==> src/rtl/mem_stage_pipe_if.sv <==
// Bundle of the memory-stage handshake, memory request and writeback signals.
// The master side is the environment (upstream, memory and downstream); the slave side is the stage.
interface mem_stage_pipe_if #(
  parameter int DATA_W = 32,
  parameter int ADDR_W = 20,
  parameter int RD_W   = 7,
  parameter int BANKS  = 2
);
  localparam int BANK_W = (BANKS > 1) ? $clog2(BANKS) : 1;

  logic              in_valid;
  logic              in_ready;
  logic [4:0]        opcode;
  logic [DATA_W-1:0] alu_result;
  logic [DATA_W-1:0] mem_addr_in;
  logic [DATA_W-1:0] store_data;
  logic [RD_W-1:0]   rd_alu;
  logic [RD_W-1:0]   rd_mem;
  logic [RD_W-1:0]   branch_in;
  logic              mem_req;
  logic              mem_we;
  logic [BANK_W-1:0] mem_bank;
  logic [ADDR_W-1:0] mem_addr;
  logic [DATA_W-1:0] mem_wdata;
  logic              mem_ack;
  logic [DATA_W-1:0] mem_rdata;
  logic              out_valid;
  logic              out_ready;
  logic [DATA_W-1:0] wb_result;
  logic [RD_W-1:0]   wb_rd;
  logic              wb_we;
  logic [RD_W-1:0]   branch_out;

  modport master (
    output in_valid, opcode, alu_result, mem_addr_in, store_data, rd_alu, rd_mem, branch_in,
    output mem_ack, mem_rdata, out_ready,
    input  in_ready, mem_req, mem_we, mem_bank, mem_addr, mem_wdata,
    input  out_valid, wb_result, wb_rd, wb_we, branch_out
  );

  modport slave (
    input  in_valid, opcode, alu_result, mem_addr_in, store_data, rd_alu, rd_mem, branch_in,
    input  mem_ack, mem_rdata, out_ready,
    output in_ready, mem_req, mem_we, mem_bank, mem_addr, mem_wdata,
    output out_valid, wb_result, wb_rd, wb_we, branch_out
  );
endinterface

==> src/rtl/mem_stage_pipe.sv <==
// Memory stage: issues CP/GP accesses to a banked data memory and forms the writeback bundle.
// Optional MEM_STAGE_STATS_EN adds a saturating 16-bit stall_cnt output.
module mem_stage_pipe #(
  parameter int DATA_W = 32,
  parameter int ADDR_W = 20,
  parameter int RD_W   = 7,
  parameter int BANKS  = 2
) (
  input  logic clk,
  input  logic rst,
  mem_stage_pipe_if.slave bus
`ifdef MEM_STAGE_STATS_EN
  ,
  output logic [15:0] stall_cnt
`endif
);
  localparam int BANK_W = (BANKS > 1) ? $clog2(BANKS) : 1;

  localparam logic [4:0] OP_CP = 5'd6;
  localparam logic [4:0] OP_GP = 5'd10;
  localparam logic [4:0] OP_SLR = 5'd9;

  typedef enum logic [1:0] {IDLE = 2'd0, MEM = 2'd1, OUT = 2'd2} state_t;

  state_t            state;
  state_t            state_nxt;
  logic              is_mem_op;
  logic              is_wb_op;
  logic [BANK_W-1:0] bank_sel;
  logic              mem_we_r;
  logic [BANK_W-1:0] mem_bank_r;
  logic [ADDR_W-1:0] mem_addr_r;
  logic [DATA_W-1:0] mem_wdata_r;
  logic [DATA_W-1:0] wb_result_r;
  logic [RD_W-1:0]   wb_rd_r;
  logic              wb_we_r;
  logic [RD_W-1:0]   branch_r;

  // Opcode classification and bank extraction from the incoming address
  always_comb begin
    is_mem_op = (bus.opcode == OP_CP) || (bus.opcode == OP_GP);
    is_wb_op  = ((bus.opcode >= 5'd1) && (bus.opcode <= 5'd5)) || (bus.opcode == OP_SLR);
    if (BANKS > 1) begin
      bank_sel = bus.mem_addr_in[ADDR_W +: BANK_W];
    end else begin
      bank_sel = '0;
    end
  end

  // State register
  always_ff @(posedge clk or posedge rst) begin
    if (rst) begin
      state <= IDLE;
    end else begin
      state <= state_nxt;
    end
  end

  // Next-state logic
  always_comb begin
    state_nxt = state;
    case (state)
      IDLE: begin
        if (bus.in_valid) begin
          state_nxt = is_mem_op ? MEM : OUT;
        end else begin
          state_nxt = IDLE;
        end
      end
      MEM: begin
        if (bus.mem_ack) begin
          state_nxt = OUT;
        end else begin
          state_nxt = MEM;
        end
      end
      OUT: begin
        if (bus.out_ready) begin
          state_nxt = IDLE;
        end else begin
          state_nxt = OUT;
        end
      end
      default: state_nxt = IDLE;
    endcase
  end

  // Request and writeback registers, loaded at accept and at memory completion
  always_ff @(posedge clk or posedge rst) begin
    if (rst) begin
      mem_we_r    <= 1'b0;
      mem_bank_r  <= '0;
      mem_addr_r  <= '0;
      mem_wdata_r <= '0;
      wb_result_r <= '0;
      wb_rd_r     <= '0;
      wb_we_r     <= 1'b0;
      branch_r    <= '0;
    end else begin
      case (state)
        IDLE: begin
          if (bus.in_valid) begin
            branch_r <= bus.branch_in;
            if (is_mem_op) begin
              mem_we_r   <= (bus.opcode == OP_GP);
              mem_addr_r <= bus.mem_addr_in[ADDR_W-1:0];
              mem_bank_r <= bank_sel;
              if (bus.opcode == OP_GP) begin
                mem_wdata_r <= bus.store_data;
              end
              wb_rd_r <= bus.rd_mem;
              wb_we_r <= 1'b0;
            end else begin
              wb_result_r <= bus.alu_result;
              wb_rd_r     <= bus.rd_alu;
              wb_we_r     <= is_wb_op;
            end
          end
        end
        MEM: begin
          // A store writes back its own data but never the register file
          if (bus.mem_ack) begin
            wb_result_r <= mem_we_r ? mem_wdata_r : bus.mem_rdata;
            wb_we_r     <= ~mem_we_r;
          end
        end
        OUT: ;
        default: ;
      endcase
    end
  end

  // Output decode from state and held registers
  always_comb begin
    bus.in_ready   = (state == IDLE);
    bus.mem_req    = (state == MEM);
    bus.mem_we     = (state == MEM) && mem_we_r;
    bus.mem_bank   = mem_bank_r;
    bus.mem_addr   = mem_addr_r;
    bus.mem_wdata  = mem_wdata_r;
    bus.out_valid  = (state == OUT);
    bus.wb_result  = wb_result_r;
    bus.wb_rd      = wb_rd_r;
    bus.wb_we      = wb_we_r;
    bus.branch_out = (state == OUT) ? branch_r : '0;
  end

`ifdef MEM_STAGE_STATS_EN
  logic [15:0] stall_r;

  // Saturating count of cycles waiting on memory or on the downstream stage
  always_ff @(posedge clk or posedge rst) begin
    if (rst) begin
      stall_r <= 16'd0;
    end else if (((state == MEM) || ((state == OUT) && !bus.out_ready)) && (stall_r != 16'hFFFF)) begin
      stall_r <= stall_r + 16'd1;
    end else begin
      stall_r <= stall_r;
    end
  end

  assign stall_cnt = stall_r;
`endif
endmodule

==> src/flat_wrapper.sv <==
// flat-port wrapper written by rule: the top's interface ports become plain ports
module mem_stage_pipe_flat 
#(
  parameter int DATA_W = 32,
  parameter int ADDR_W = 20,
  parameter int RD_W   = 7,
  parameter int BANKS  = 2
)
  (clk, rst, bus_in_valid, bus_opcode, bus_alu_result, bus_mem_addr_in, bus_store_data, bus_rd_alu, bus_rd_mem, bus_branch_in, bus_mem_ack, bus_mem_rdata, bus_out_ready, bus_in_ready, bus_mem_req, bus_mem_we, bus_mem_bank, bus_mem_addr, bus_mem_wdata, bus_out_valid, bus_wb_result, bus_wb_rd, bus_wb_we, bus_branch_out);
  mem_stage_pipe_if #(.DATA_W(DATA_W), .ADDR_W(ADDR_W), .RD_W(RD_W), .BANKS(BANKS)) bus_i ();
  input  logic clk;
  input  logic rst;
  input wire logic [$bits(bus_i.in_valid)-1:0] bus_in_valid;
  input wire logic [$bits(bus_i.opcode)-1:0] bus_opcode;
  input wire logic [$bits(bus_i.alu_result)-1:0] bus_alu_result;
  input wire logic [$bits(bus_i.mem_addr_in)-1:0] bus_mem_addr_in;
  input wire logic [$bits(bus_i.store_data)-1:0] bus_store_data;
  input wire logic [$bits(bus_i.rd_alu)-1:0] bus_rd_alu;
  input wire logic [$bits(bus_i.rd_mem)-1:0] bus_rd_mem;
  input wire logic [$bits(bus_i.branch_in)-1:0] bus_branch_in;
  input wire logic [$bits(bus_i.mem_ack)-1:0] bus_mem_ack;
  input wire logic [$bits(bus_i.mem_rdata)-1:0] bus_mem_rdata;
  input wire logic [$bits(bus_i.out_ready)-1:0] bus_out_ready;
  output wire logic [$bits(bus_i.in_ready)-1:0] bus_in_ready;
  output wire logic [$bits(bus_i.mem_req)-1:0] bus_mem_req;
  output wire logic [$bits(bus_i.mem_we)-1:0] bus_mem_we;
  output wire logic [$bits(bus_i.mem_bank)-1:0] bus_mem_bank;
  output wire logic [$bits(bus_i.mem_addr)-1:0] bus_mem_addr;
  output wire logic [$bits(bus_i.mem_wdata)-1:0] bus_mem_wdata;
  output wire logic [$bits(bus_i.out_valid)-1:0] bus_out_valid;
  output wire logic [$bits(bus_i.wb_result)-1:0] bus_wb_result;
  output wire logic [$bits(bus_i.wb_rd)-1:0] bus_wb_rd;
  output wire logic [$bits(bus_i.wb_we)-1:0] bus_wb_we;
  output wire logic [$bits(bus_i.branch_out)-1:0] bus_branch_out;
  assign bus_i.in_valid = bus_in_valid;
  assign bus_i.opcode = bus_opcode;
  assign bus_i.alu_result = bus_alu_result;
  assign bus_i.mem_addr_in = bus_mem_addr_in;
  assign bus_i.store_data = bus_store_data;
  assign bus_i.rd_alu = bus_rd_alu;
  assign bus_i.rd_mem = bus_rd_mem;
  assign bus_i.branch_in = bus_branch_in;
  assign bus_i.mem_ack = bus_mem_ack;
  assign bus_i.mem_rdata = bus_mem_rdata;
  assign bus_i.out_ready = bus_out_ready;
  assign bus_in_ready = bus_i.in_ready;
  assign bus_mem_req = bus_i.mem_req;
  assign bus_mem_we = bus_i.mem_we;
  assign bus_mem_bank = bus_i.mem_bank;
  assign bus_mem_addr = bus_i.mem_addr;
  assign bus_mem_wdata = bus_i.mem_wdata;
  assign bus_out_valid = bus_i.out_valid;
  assign bus_wb_result = bus_i.wb_result;
  assign bus_wb_rd = bus_i.wb_rd;
  assign bus_wb_we = bus_i.wb_we;
  assign bus_branch_out = bus_i.branch_out;
  mem_stage_pipe #(.DATA_W(DATA_W), .ADDR_W(ADDR_W), .RD_W(RD_W), .BANKS(BANKS)) u_core (.clk(clk), .rst(rst), .bus(bus_i));
endmodule
==> config.mk <==
export PLATFORM = sky130hd
export DESIGN_NAME = mem_stage_pipe_flat
export DESIGN_NICKNAME = d
export VERILOG_FILES = /design/src/rtl/mem_stage_pipe_if.sv /design/src/rtl/mem_stage_pipe.sv /design/src/flat_wrapper.sv
export SDC_FILE = /design/constraint.sdc
export NUM_CORES = 1
export LEC_CHECK = 0
export ABC_AREA = 0
export BUFFER_PORTS_ARGS = -buffer_cell sky130_fd_sc_hd__buf_4
export CORE_MARGIN = 2
export CORE_UTILIZATION = 32
export CTS_CLUSTER_DIAMETER = 150
export DETAILED_ROUTE_END_ITERATION = 10
export HOLD_SLACK_MARGIN = 0.12
export SLEW_MARGIN = 10
export SYNTH_ARGS = -nofsm -noshare
export SYNTH_HDL_FRONTEND = slang
export SYNTH_SLANG_ARGS = --single-unit
==> constraint.sdc <==
create_clock -name clk -period 4.1 [get_ports clk]
set_input_delay 1.23 -clock clk [delete_from_list [all_inputs] [get_ports clk]]
set_output_delay 1.23 -clock clk [all_outputs]
set_load 0.1 [all_outputs]
; ---- Yosys cells after proc, flatten, opt, wreduce, memory -nomap -nowiden
; Index checks and enable logic that the tools add are counted.
[totals]
ff_bits = 103
latchBits = 0
ram_bits = 0
rom_bits = 0
out_inout_bits = 104
word_cells = 47
mem_count = 0
[op_classes]
add_sub_neg = 0
mul = 0
div_mod_pow = 0
order_cmp = 2
eq_ne = 8
shifts = 0
n_mux = 16
bitwise = 1
n_reduce_logical = 11
[op_table]
columns = op, count
row1 = $mux W32, 4
row2 = $pmux W32 S2, 1
row3 = $mux W7, 2
row4 = $eq A5 B4 Y1 const B, 2
row5 = $mux W2, 4
row6 = $reduce_and A4 Y1, 2
row7 = $ne A2 B2 Y1 const B, 3
row8 = $pmux W2 S3, 1
row9 = $reduce_and A3 Y1, 2
row10 = $eq A5 B3 Y1 const B, 1
row11 = $ge A5 B1 Y1 const B, 1
row12 = $le A5 B3 Y1 const B, 1
row13 = $mux W1, 3
row14 = $eq A2 B1 Y1 const B, 1
row15 = $eq A2 B2 Y1 const B, 1
row16 = $logic_and A1 B1 Y1, 2
row17 = $logic_not A2 Y1, 1
row18 = $logic_or A1 B1 Y1, 2
row19 = $pmux W1 S2, 1
row20 = $reduce_and A2 Y1, 1
row21 = $reduce_bool A2 Y1, 1
row22 = $not A1 Y1, 1

; ---- Longest topological paths before layout
; Gate-level depths: netlist (run 1).
[depth]
depth_word = 6
mapped_depth = 7
depth_no_buf = 4

; ---- Worst setup path after synthesis (run 1)
; No wires, ideal clock.
[synth_timing]
path_kind = register -> output
start = register u_core.state[1]
end = output bus_branch_out[0]
arrival_ns = 2.827
required_time_ns = 2.870
slack_ns = 0.043
stages_incl_launch_ff = 4
path_buffers = 0
cell_sequence = dfrtp_1 inv_1 nor2_1 and2_1
[synth_between]
elab_chain_len = 2
[synth_lines]
columns = element, line_no
row1 = "start, declared", mem_stage_pipe.sv:25  ; state_t state;
row2 = "start signal, assigned", mem_stage_pipe.sv:55  ; state <= state_nxt;
row3 = $eq A2 B2 Y1, --
row4 = via bus_out_valid, flat_wrapper.sv:30  ; output wire logic [$bits(bus_i.out_valid)-1:0] bus_out_valid;
row5 = $mux W7, mem_stage_pipe.sv:145  ; bus.branch_out = (state == OUT) ? branch_r : '0;
row6 = "end, declared", flat_wrapper.sv:34  ; output wire logic [$bits(bus_i.branch_out)-1:0] bus_branch_out;
; The timed path passes the listed nets, and every way through them passes these cells.

; ---- Worst setup path after layout (run 1)
[layout_timing]
start = register u_core.state[0]
end = output bus_mem_we
[layout_between]
elab_chain_len = 2
[layout_lines]
columns = element, line_no
row1 = $eq A2 B1 Y1, mem_stage_pipe.sv:137  ; bus.mem_we = (state == MEM) && mem_we_r;
row2 = $logic_and A1 B1 Y1, mem_stage_pipe.sv:137
row3 = "end, declared", flat_wrapper.sv:26  ; output wire logic [$bits(bus_i.mem_we)-1:0] bus_mem_we;
; No other way between the ends.

==> impl_metrics.yaml, run 1 <==
global_route:
  grt_pass1_vias: 4084
  antenna_found_initial: 0
  grt_pass1_wl_um: 20950
  grt_usage_pct: 16.87
  overflow: 0
  grt_max_degree: 66
clock_network:
  cts_tree: "yes"
  post-cts-setup-buffers: 0
  cts_made_buffers: 9
  cts_resized: 0
  cts_root_buf: "clkbuf_16"
  clock_latency_ps: 340
  clockBufferDepth: 2
  clock-sinks: 103
  cts.clk_slew.worst_paths_ps: 70
  cts_hold_buffers: 0
  cts.htree.levels: 3
floorplanning:
  dieArea_mm2: 0.01543
  start_util_pct: 33.07
  die_w_um: 124.2
  core_mm2: 0.01399
  io_pins: 263
  dieHeight_um: 124.2
  rows: 43
sta:
  setup_viol: 0
  min_period_ps: 3187
  whs_ps: 479.5
  finalMaxSlewViolations: 0
  fin_skew_ps: 5.757
  fin_ws_ps: 912.9
  maxSlewHeadroom_pct: 36.30
  finalSetupTns_ps: 0
  tightest_slew_ps: 955.5
  fmax_ghz: 0.3138
  rsz0062_at_grt: "false"
  timing.final.crit_share_pct: 77.73
  hold_viol_final: 0
synth:
  syn_avg_cell_area_um2: 11.39
  synth_compound_area_share_pct: 8.926
  syn_nets: 565
  synth_seq_cells: 103
  yosys.area_share.simple_pct: 8.791
  synth_area_mm2: 0.004626
  synth-xor-area-share_pct: 0.1893
  ys_seq_area_share_pct: 55.72
  synthMuxAreaShare_pct: 23.48
  synth_top_family_by_area: "multiplexers"
  synthAdderAreaFrac_pct: 0
  synth.distinct_cells: 27
  syn_inst: 406
  synth_warnings: 0
route:
  routedWlPerCell_um: 15.52
  wirelength_um: 12920
  first_iter_violations: 121
  drc: 0
  route.vias.total: 3873
  first_pass_iters: 4
  drtAntennaViolNets: 0
  avgViaCountPerCell: 4.649
power_and_ir_drop:
  ir_drop_mv: 0.4065
  power_density_mw_per_mm2: 766.9
  p_leak_nw: 3.547
  total_power_mw: 5.397
critical_path:
  crit_path_end: "bus_mem_we"
  crit_fanout: 26
  timing.critical_path.from: "u_core.state[0]"
  worstReg2RegStart: "u_core.state[0]"
  cp.arrival_ps: 1960
  r2r-end: "u_core.bus.wb_result[31]"
  r2r_cells: 5
  rrSetupSlack_ps: 1990
  crit_required_ps: 2870
  criticalPathCategory: "flip-flop to output pin"
  start_kind: "flip-flop"
  end_kind: "output pin"
place:
  place_inst: 817
  gp_congestion: 0.7855
  io_buffers: 251
  dp.final_hpwl_um: 9749
  dpl_cell_area_mm2: 0.006690
  dp_slack_ps: 1035
job:
  drv_cap: 0
cells_and_area:
  area_growth_pct: 52.12
  nFillCells: 1310
  n_antenna_cell: 0
  utilization_pct: 50.30
  layout.nets: 807
  regArea_mm2: 0.002579
  layout-drive-gt1-share_pct: 45.02
  final_design_area_no_fill_mm2: 0.007037
  fin_cells: 833
  multi_input_area_mm2: 0.001923
outcome:
  status: "completed"
min_path:
  hold_class: "flip-flop to flip-flop"
-- layout by cell type, fill, tap and decap left out, drive strengths merged, types with 2 or more instances in the layout --
cell type  count
nand2         67
buf          258
mux2          60
nor2          10
nor3b          2
a21oi          8
bufinv         3
o21ai         65
inv            3
dfrtp        103
clkinv         2
and2           8
mux2i         41
clkbuf        10
-- Yosys cell counts --
library cell / count / area, um2
nor2_1: 10 / 37.54
nand2_1: 67 / 251.5
dfrtp_1: 103 / 2577
nor3b_4: 1 / 18.77
o21ai_1: 5 / 25.02
nor2b_1: 1 / 6.260
nand3_1: 1 / 5.000
mux2_1: 47 / 529.3
nand4b_2: 1 / 15.01
mux2_2: 13 / 146.4
a21oi_1: 8 / 40.04
a211oi_1: 1 / 7.510
nor3b_1: 1 / 7.510
a31o_2: 1 / 8.760
o31ai_1: 1 / 7.510
nor4b_1: 1 / 8.760
o211ai_1: 1 / 7.510
xor2_1: 1 / 8.760
mux2i_1: 41 / 410.4
buf_2: 17 / 85.08
nand2b_1: 1 / 6.260
o21ai_0: 60 / 300.3
inv_1: 3 / 11.26
and2_1: 8 / 50.05
a22oi_1: 1 / 7.510
a211o_1: 1 / 8.760
clkbuf_1: 10 / 37.54
-- routing by layer --
layer	part of all wire [%]	vias up	GRT usage (%)
met1	42	1828	20.32
li1	-	1887	-
met4	2.6	0	7.270
met2	49	135	28.48
met5	0	-	0
met3	6.5	23	4.432
-- registers in the layout, summed over array words and instances, names as in the netlist --
signal and cells:
u_core.bus.mem_bank 1, u_core.bus.wb_we 1, u_core.bus.mem_addr 20, u_core.bus.wb_result 32, u_core.bus.mem_wdata 32, u_core.branch_r 7, u_core.state 2, u_core.bus.wb_rd 7
u_core.mem_we_r 1
-- worst min path at each step --
stage | cells after the start | start | endpoint | slack [ps]
floorplan | 1 | u_core.branch_r[0] | u_core.branch_r[0] | 470
finish | 2 | u_core.bus.wb_result[9] | u_core.bus.wb_result[9] | 480
global placement | 2 | u_core.bus.wb_result[27] | u_core.bus.wb_result[27] | 470
global route | 1 | u_core.branch_r[3] | u_core.branch_r[3] | 510
CTS | 2 | u_core.bus.wb_result[6] | u_core.bus.wb_result[6] | 490
detailed placement | 2 | u_core.bus.wb_result[6] | u_core.bus.wb_result[6] | 470
-- final cells by class --
| cell class | instances | area share (%) |
|---|---|---|
| sequential | 103 | 36.65 |
| inverter | 3 | 0.1956 |
| timing repair buffer | 258 | 27.70 |
| clock buffer | 10 | 3.396 |
| tap | 180 | 3.201 |
| multi-input combinational | 273 | 27.33 |
| clock inverter | 6 | 1.529 |
-- report_power, final --
group          switching (mW)  internal (mW)  total [mW]
Combinational            2.34          0.636        2.97
Clock                   0.373          0.611       0.984
Sequential              0.160           1.28        1.44
Total                    2.87           2.53        5.40
-- kinds of logic (layout without fill, tap and decap cells) --
| group | after synthesis | in the layout |
|---|---|---|
| xor+xnor | 1 | 1 |
| mux | 101 | 101 |
| flops | 103 | 103 |
| buf+inv | 30 | 277 |
| simple gates | 92 | 92 |
| compound gates | 79 | 79 |
-- critical path, cell delays in order, from the launching register on --
cell and delay (ps):
dfrtp_1 560, nor2b_4 560, and2_1 200, buf_4 290
No activity file was read; power rests on OpenSTA's default activity.
==> run 2, diff against run 1 <==
==> constraint.sdc (replaced) <==
create_clock -name clk -period 3.15 [get_ports clk]
set_input_delay 0.945 -clock clk [delete_from_list [all_inputs] [get_ports clk]]
set_output_delay 0.945 -clock clk [all_outputs]
set_load 0.1 [all_outputs]
==> impl_metrics.yaml, run 2 (synthesis gave the netlist of run 1 again) <==
outcome:
  status: "completed"
critical_path:
  r2r-end: "u_core.bus.mem_wdata[19]"
  end_kind: "output pin"
  crit_required_ps: 2200
  crit_fanout: 8
  cp.arrival_ps: 1730
  rrSetupSlack_ps: 1280
  worstReg2RegStart: "u_core.state[0]"
  r2r_cells: 4
  start_kind: "flip-flop"
  timing.critical_path.from: "u_core.state[1]"
  criticalPathCategory: "flip-flop to output pin"
route:
  wirelength_um: 12880
  drc: 0
  drtAntennaViolNets: 0
  routedWlPerCell_um: 15.39
  route.vias.total: 3919
  avgViaCountPerCell: 4.682
  first_pass_iters: 4
  first_iter_violations: 129
place:
  dp.final_hpwl_um: 9715
  io_buffers: 251
  place_inst: 821
  gp_congestion: 0.7635
cells_and_area:
  n_antenna_cell: 0
  final_common_cell: "buf_4"
  final_cell_mix: "buf_4, dfrtp_1, nand2_1"
  fin_cells: 837
  utilization_pct: 50.24
  layout-drive-gt1-share_pct: 45.51
  layout.nets: 811
  area_growth_pct: 51.93
power_and_ir_drop:
  power_density_mw_per_mm2: 975.5
  p_leak_nw: 3.541
  ir_drop_mv: 0.4735
  total_power_mw: 6.856
sta:
  fmax_ghz: 0.3744
  timing.final.crit_share_pct: 84.80
  maxSlewHeadroom_pct: 58.96
  fin_skew_ps: 6.267
  finalSetupTns_ps: 0
  tightest_slew_ps: 615.5
  finalMaxSlewViolations: 0
  whs_ps: 484.2
  rsz0062_at_grt: "false"
  hold_viol_final: 0
  min_period_ps: 2671
  setup_viol: 0
floorplanning:
  core_mm2: 0.01399
  die_w_um: 124.2
  rows: 43
  dieHeight_um: 124.2
  dieArea_mm2: 0.01543
  io_pins: 263
  start_util_pct: 33.07
min_path:
  whs_path_depth: 2
  hold_end: "u_core.bus.wb_result[30]"
  hold_class: "flip-flop to flip-flop"
  min-delay-start: "u_core.bus.wb_result[30]"
clock_network:
  cts.htree.levels: 3
  clockBufferDepth: 2
  post-cts-setup-buffers: 0
  clock-sinks: 103
  cts.clk_slew.worst_paths_ps: 70
  cts_made_buffers: 9
  cts_root_buf: "clkbuf_16"
  cts_tree: "yes"
  cts_hold_buffers: 0
  clock_latency_ps: 350
  cts_resized: 0
global_route:
  grt_pass1_vias: 4095
  grt_pass1_wl_um: 20920
  grt_max_degree: 104
  grt_usage_pct: 16.83
  antenna_found_initial: 0
  overflow: 0
job:
  drv_cap: 0
[run 2: cell count changes in the layout (fill, tap and decap cells not counted), sizes merged]
cell,change
clkinvlp,+1
clkinv,+2
inv,-1
buf,+4
bufinv,-2
[run 2: worst max-delay path by stage]
stage                                     endpoint  depth (start not counted)
after CTS                        bus_branch_out[3]                          4
after global placement     u_core.bus.mem_wdata[0]                          5
after detailed placement  u_core.bus.mem_wdata[23]                          5
after floorplan                  bus_branch_out[0]                          3
final                            bus_branch_out[3]                          4
after global routing             bus_branch_out[4]                          4
[run 2: worst max-delay path: stages, from the launching register on]
cell	delay, ps
dfrtp_1	530
inv_1	120
nor2_2	250
and2_1	180
buf_4	290
[run 2: final cells by class]
| cell class | instances | area [um2] |
|---|---|---|
| Sequential cell | 103 | 2579 |
| Clock inverter | 6 | 61.31 |
| Clock buffer | 10 | 229.0 |
| Tap cell | 180 | 225.2 |
| Inverter | 3 | 15.01 |
| Timing Repair Buffer | 262 | 1992 |
| Fill cell | 1320 | 6960 |
| Multi-Input combinational cell | 273 | 1927 |
[run 2: stage by stage]
stage,worst slack [ps],area [um2]
floorplan,-82.49,4633
global placement,802.1,6738
detailed placement,731.1,6738
CTS,423.3,7028
global route,357.6,7028
finish,478.8,7028
[run 2: layer usage]
| layer | part of all wire (%) | global-route usage, % | vias up |
|---|---|---|---|
| li1 | - | - | 1897 |
| met2 | 49 | 28.51 | 149 |
| met4 | 1.5 | 4.957 | 0 |
| met5 | 0 | 0 | - |
| met1 | 42 | 20.54 | 1858 |
| met3 | 7.3 | 5.379 | 15 |
[run 2: power breakdown]
group          switching (mW)  internal [mW]  total [mW]
clock                   0.490          0.614        1.10
sequential              0.207           1.67        1.87
combinational            3.04          0.838        3.88
total                    3.74           3.12        6.86
